$ cat config.mk
export PLATFORM = sky130hd
export DESIGN_NAME = tdm_demux8
export DESIGN_NICKNAME = d
export VERILOG_FILES = /design/src/rtl/tdm_demux8.sv
export SDC_FILE = /design/constraint.sdc
export NUM_CORES = 1
export LEC_CHECK = 0
export BUFFER_PORTS_ARGS = -buffer_cell sky130_fd_sc_hd__buf_4
export CORE_MARGIN = 2
export CORE_UTILIZATION = 53
export CTS_CLUSTER_DIAMETER = 30
export CTS_CLUSTER_SIZE = 40
export DETAILED_ROUTE_END_ITERATION = 10
export PLACE_DENSITY = 0.77
export SLEW_MARGIN = 20
export SYNTH_ARGS = -nofsm -noshare
export SYNTH_HDL_FRONTEND = slang
export SYNTH_SLANG_ARGS = --single-unit
$ cat constraint.sdc
create_clock -name Clock -period 2.34 [get_ports Clock]
set_clock_uncertainty 0.15 [all_clocks]
set_input_delay 0 -clock Clock [delete_from_list [all_inputs] [get_ports Clock]]
set_output_delay 0 -clock Clock [all_outputs]
set_load 0.02 [all_outputs]
$ cat src/rtl/tdm_demux8.sv
// Receive-side 8-channel TDM demultiplexer: steers serial samples into a shadow bank via a
// one-hot slot decoder and publishes each complete frame with a one-cycle valid pulse.
module tdm_demux8 #(
  parameter int unsigned W = 1
) (
  input  logic           Clock,
  input  logic           Resetn,
  input  logic [W-1:0]   f,
  input  logic           sync,
  input  logic           En,
  output logic [8*W-1:0] w,
  output logic [2:0]     s,
  output logic           valid,
  output logic           err,
  output logic           locked
);

  typedef enum logic [0:0] {StHunt, StRun} state_e;

  state_e         state_q, state_d;
  logic [8*W-1:0] shadow_q;
  logic [8*W-1:0] w_q, w_d;
  logic [2:0]     s_q, s_d;
  logic           valid_q, valid_d;
  logic           err_q, err_d;
  logic           locked_q;

  logic           wr_en;
  logic [2:0]     wr_slot;
  logic [7:0]     slot_sel;

  // Next-state: decides which shadow slot (if any) is written and whether a frame completes.
  always_comb begin
    state_d = state_q;
    s_d     = s_q;
    w_d     = w_q;
    valid_d = 1'b0;
    err_d   = 1'b0;
    wr_en   = 1'b0;
    wr_slot = s_q;
    if (En) begin
      unique case (state_q)
        StHunt: begin
          if (sync) begin
            wr_en   = 1'b1;
            wr_slot = 3'd0;
            s_d     = 3'd1;
            state_d = StRun;
          end
        end
        StRun: begin
          if (s_q == 3'd0) begin
            if (sync) begin
              wr_en   = 1'b1;
              wr_slot = 3'd0;
              s_d     = 3'd1;
            end else begin
              err_d   = 1'b1;
              state_d = StHunt;
            end
          end else if (sync) begin
            // Early marker: abandon the partial frame and restart at slot 0.
            err_d   = 1'b1;
            wr_en   = 1'b1;
            wr_slot = 3'd0;
            s_d     = 3'd1;
          end else if (s_q == 3'd7) begin
            w_d     = {f, shadow_q[7*W-1:0]};
            valid_d = 1'b1;
            s_d     = 3'd0;
          end else begin
            wr_en   = 1'b1;
            s_d     = s_q + 3'd1;
          end
        end
        default: state_d = StHunt;
      endcase
    end
  end

  always_comb begin
    slot_sel = 8'd0;
    if (wr_en) slot_sel = 8'd1 << wr_slot;
  end

  always_ff @(posedge Clock or negedge Resetn) begin
    if (!Resetn) begin
      state_q  <= StHunt;
      shadow_q <= '0;
      w_q      <= '0;
      s_q      <= 3'd0;
      valid_q  <= 1'b0;
      err_q    <= 1'b0;
      locked_q <= 1'b0;
    end else begin
      state_q  <= state_d;
      w_q      <= w_d;
      s_q      <= s_d;
      valid_q  <= valid_d;
      err_q    <= err_d;
      locked_q <= (state_d == StRun);
      for (int k = 0; k < 8; k++) begin
        if (slot_sel[k]) shadow_q[k*W +: W] <= f;
      end
    end
  end

  assign w      = w_q;
  assign s      = s_q;
  assign valid  = valid_q;
  assign err    = err_q;
  assign locked = locked_q;

endmodule

==> impl_metrics.csv <==
group,metric,value,unit
floorplan,row_count,15,
sta,drv_slew,0,
synthesis,synth_top_area_share,50.91,%
setup_path,required,2.39,ns
job,drv_cap,0,
drt,post_drt_wl_per_cell,14.13,um
setup_path,cp-end-kind,"register",
clocking,clkTransAtPathRegs,0.12,ns
drt,drc_errors,0,
setup_path,r2r-end,"s[2]$_DFFE_PN0P_",
sta,setup_slack,0.09738,ns
global_routing,grt_pass1_wl,2760,um
floorplan,fp.dieW,48.13,um
finish,final_nets,116,
setup_path,worstSetupPathType,"reg2reg",
clocking,cts.root.buffer_cell,"clkbuf_4",
sta,period_share,95.84,%
sta,hold_ws,0.3611,ns
sta,finalSetupViolations,0,
placement,placed_area,0.001174,sq mm
clocking,clkLatencyLatePin,0.30,ns
synthesis,synth_top_family_by_area,"simple AND/OR/NAND/NOR gates",
finish,multiInputGateArea,471.7,sq um
synthesis,synth-compound-area-share,8.000,%
setup_path,cpPeakStageDelay,0.56,ns
setup_path,cp.buffers_inverters,1,
setup_path,reg2reg_slack,0.1,ns
synthesis,synth-seq-area-share,50.91,%
floorplan,initial_core_util,57.89,%
clocking,cts_sinks,21,
floorplan,core_area,0.001783,sq mm
clocking,cts_tree,"yes",
synthesis,synth_fa_ha_area_share,6.061,%
min_path,hold_path.class,"reg2reg",
synthesis,synth-simple-area-share,15.52,%
clocking,cts_max_level,1,
setup_path,cp.arrival,2.29,ns
clocking,numCtsBuffers,3,
drt,dr.pass1.iters,4,
drt,ant_nets,0,
synthesis,syn_inst,81,
global_routing,overflow,0,
setup_path,critPathMaxFanout,8,
placement,pre_cts_slack,0.1470,ns
placement,dp_cells,120,
clocking,cts_buffer_depth,2,
min_path,hold_depth,1,
placement,port_buffers,18,
sta,max_freq,445.9,MHz
sta,finalHoldViolations,0,
finish,syn2layout_area_growth,23.39,%
synthesis,yosys.area.top_type,"dfrtp_1",
sta,period_needed,2.243,ns
finish,regArea,526.8,sq um
drt,avgViaCountPerCell,5.515,
global_routing,grt_pass1_vias,609,
sta,max_slew.worst_pin.slew,0.9380,ns
min_path,holdPathEnd,"w[4]$_DFFE_PN0P_",
synthesis,synth_cell_types,32,
synthesis,syn-num-nets,91,
finish,instances_no_fill,130,
drt,drt_iter0_drc,8,
drt,routed_wl,1837,um
drt,vias,717,
finish,insertedDiodeCount,0,
synthesis,synth_xor_area_share,0,%
setup_path,crit_chain,"ha_1 > ha_1 > and4b_1 > a21oi_1 > o22ai_1 > dlygate4sd3_1",
global_routing,grt_max_degree,22,
placement,dp_hpwl,1286,um
setup_path,worstReg2RegStart,"s[0]$_DFFE_PN0P_",
synthesis,synth_seq_cells,21,
finish,drive_above_1_share,40.00,%
global_routing,grtUsageTotal,18.10,%
setup_path,cp_slowest_cell,"dlygate4sd3_1",
global_routing,antenna_found_initial,0,
power_and_ir_drop,power_density,1044,mW/mm^2
synthesis,synthesis.area,0.001032,sq mm
power_and_ir_drop,p_leak,0.0006383,uW
synthesis,muxShareOfSynthArea,15.27,%
floorplan,num_io_pins,19,
sta,slew_headroom,37.26,%
clocking,cts_setup_buffers,0,
synthesis,yosysWarnings,0,
outcome,outcome,"finished, final reports clean",
power_and_ir_drop,peakVddDrop,0.0006421,V
setup_path,startpoint_type,"register",
placement,globalplace.congestion,0.7935,
setup_path,critical_path.startpoint,"s[0]$_DFFE_PN0P_",
synthesis,syn_avg_cell_area,12.74,sq um
setup_path,r2r_cells,6,
floorplan,die-area,0.002317,sq mm
min_path,worstHoldStart,"shadow_q[4]$_DFFE_PN0P_",
setup_path,cp_common_cell,"ha_1",
synthesis,synth.area.top_cells,"dfrtp_1, mux2_2, ha_1",
floorplan,die_y,48.13,um
power_and_ir_drop,total_power,1330,uW
finish,fill_cells,128,
finish,postLayoutCellArea,0.001274,sq mm
setup_path,crit_family,"buffers and inverters",
-- power breakdown --
group,total (uW),switching [uW],internal [uW]
Sequential,583,110,473
Clock,177,112,65.1
Combinational,570,282,288
Total,1330,504,826
-- registers in the layout, indices dropped and copies added (netlist names) --
signal and cells:
s 3, w 8, shadow_q 7, locked 1
valid 1, err 1
-- per-layer routing --
layer,global-route usage [%],wire length (um)
met5,0,0
met4,8.108,22
met3,3.333,93
met2,27.20,900
met1,25.66,820
-- timing repair --
action | 4_1_cts | 5_1_grt
hold buffers | 6 | 0
endpoints found under the hold margin | 35 | 0
setup endpoints to repair | 0 | 9
gates resized for setup | 0 | 2
-- synth_stat cells, drive strengths merged --
master / instances
dfrtp: 21
mux2: 14
ha: 5
inv: 5
nand4: 5
nand3: 3
a21oi: 2
buf: 2
clkbuf: 2
nand2: 2
nand2b: 2
nor2: 2
a211o: 1
a21boi: 1
a21o: 1
a22o: 1
a31o: 1
a31oi: 1
a32o: 1
and3: 1
and3b: 1
and4: 1
and4b: 1
and4bb: 1
nor2b: 1
nor4b: 1
o211ai: 1
o22ai: 1
-- cells by family after synthesis --
| kind of cell | count (synthesis) |
|---|---|
| AND/OR/NAND/NOR | 21 |
| flip-flops | 21 |
| multiplexers | 14 |
| AO/OA/AOI/OAI | 11 |
| buffers and inverters | 9 |
| adder cells (fa/ha/maj) | 5 |
-- how the worst max path moves through the flow --
stage,endpoint,depth (start not counted)
2_1_floorplan,w[0]$_DFFE_PN0P_,7
3_5_place_dp,w[6]$_DFFE_PN0P_,6
5_1_grt,s[2]$_DFFE_PN0P_,6
3_3_place_gp,w[0]$_DFFE_PN0P_,6
4_1_cts,s[2]$_DFFE_PN0P_,6
6_report,s[2]$_DFFE_PN0P_,6
-- cell type report --
| cell class | count | share of cell area, % |
|---|---|---|
| clock buffer | 3 | 1.768 |
| clock inverter | 1 | 0.5894 |
| inverter | 5 | 1.473 |
| multi-input combinational | 51 | 37.03 |
| sequential | 21 | 41.36 |
| tap | 25 | 2.456 |
| timing repair buffer | 24 | 15.32 |
-- through the flow --
stage	TNS [ns]	utilization, %
after global placement	0	65.82
after global routing	-0.002125	71.44
after detailed placement	0	65.82
after floorplan	0	-
final	0	71.44
after CTS	0	70.88
-- placed cells by master, fill, tap and decap left out, types with 2 or more instances in the layout --
cell and n:
mux2_2 12, dlygate4sd3_1 6, dfrtp_1 20, clkbuf_4 3, nand3_1 3, buf_4 18, nand2_1 2, nor2_1 2
inv_1 5, mux2_1 2, a21oi_1 2, ha_1 5, nand2b_1 2, nand4_1 4
Power figures use the tool's default switching activity.
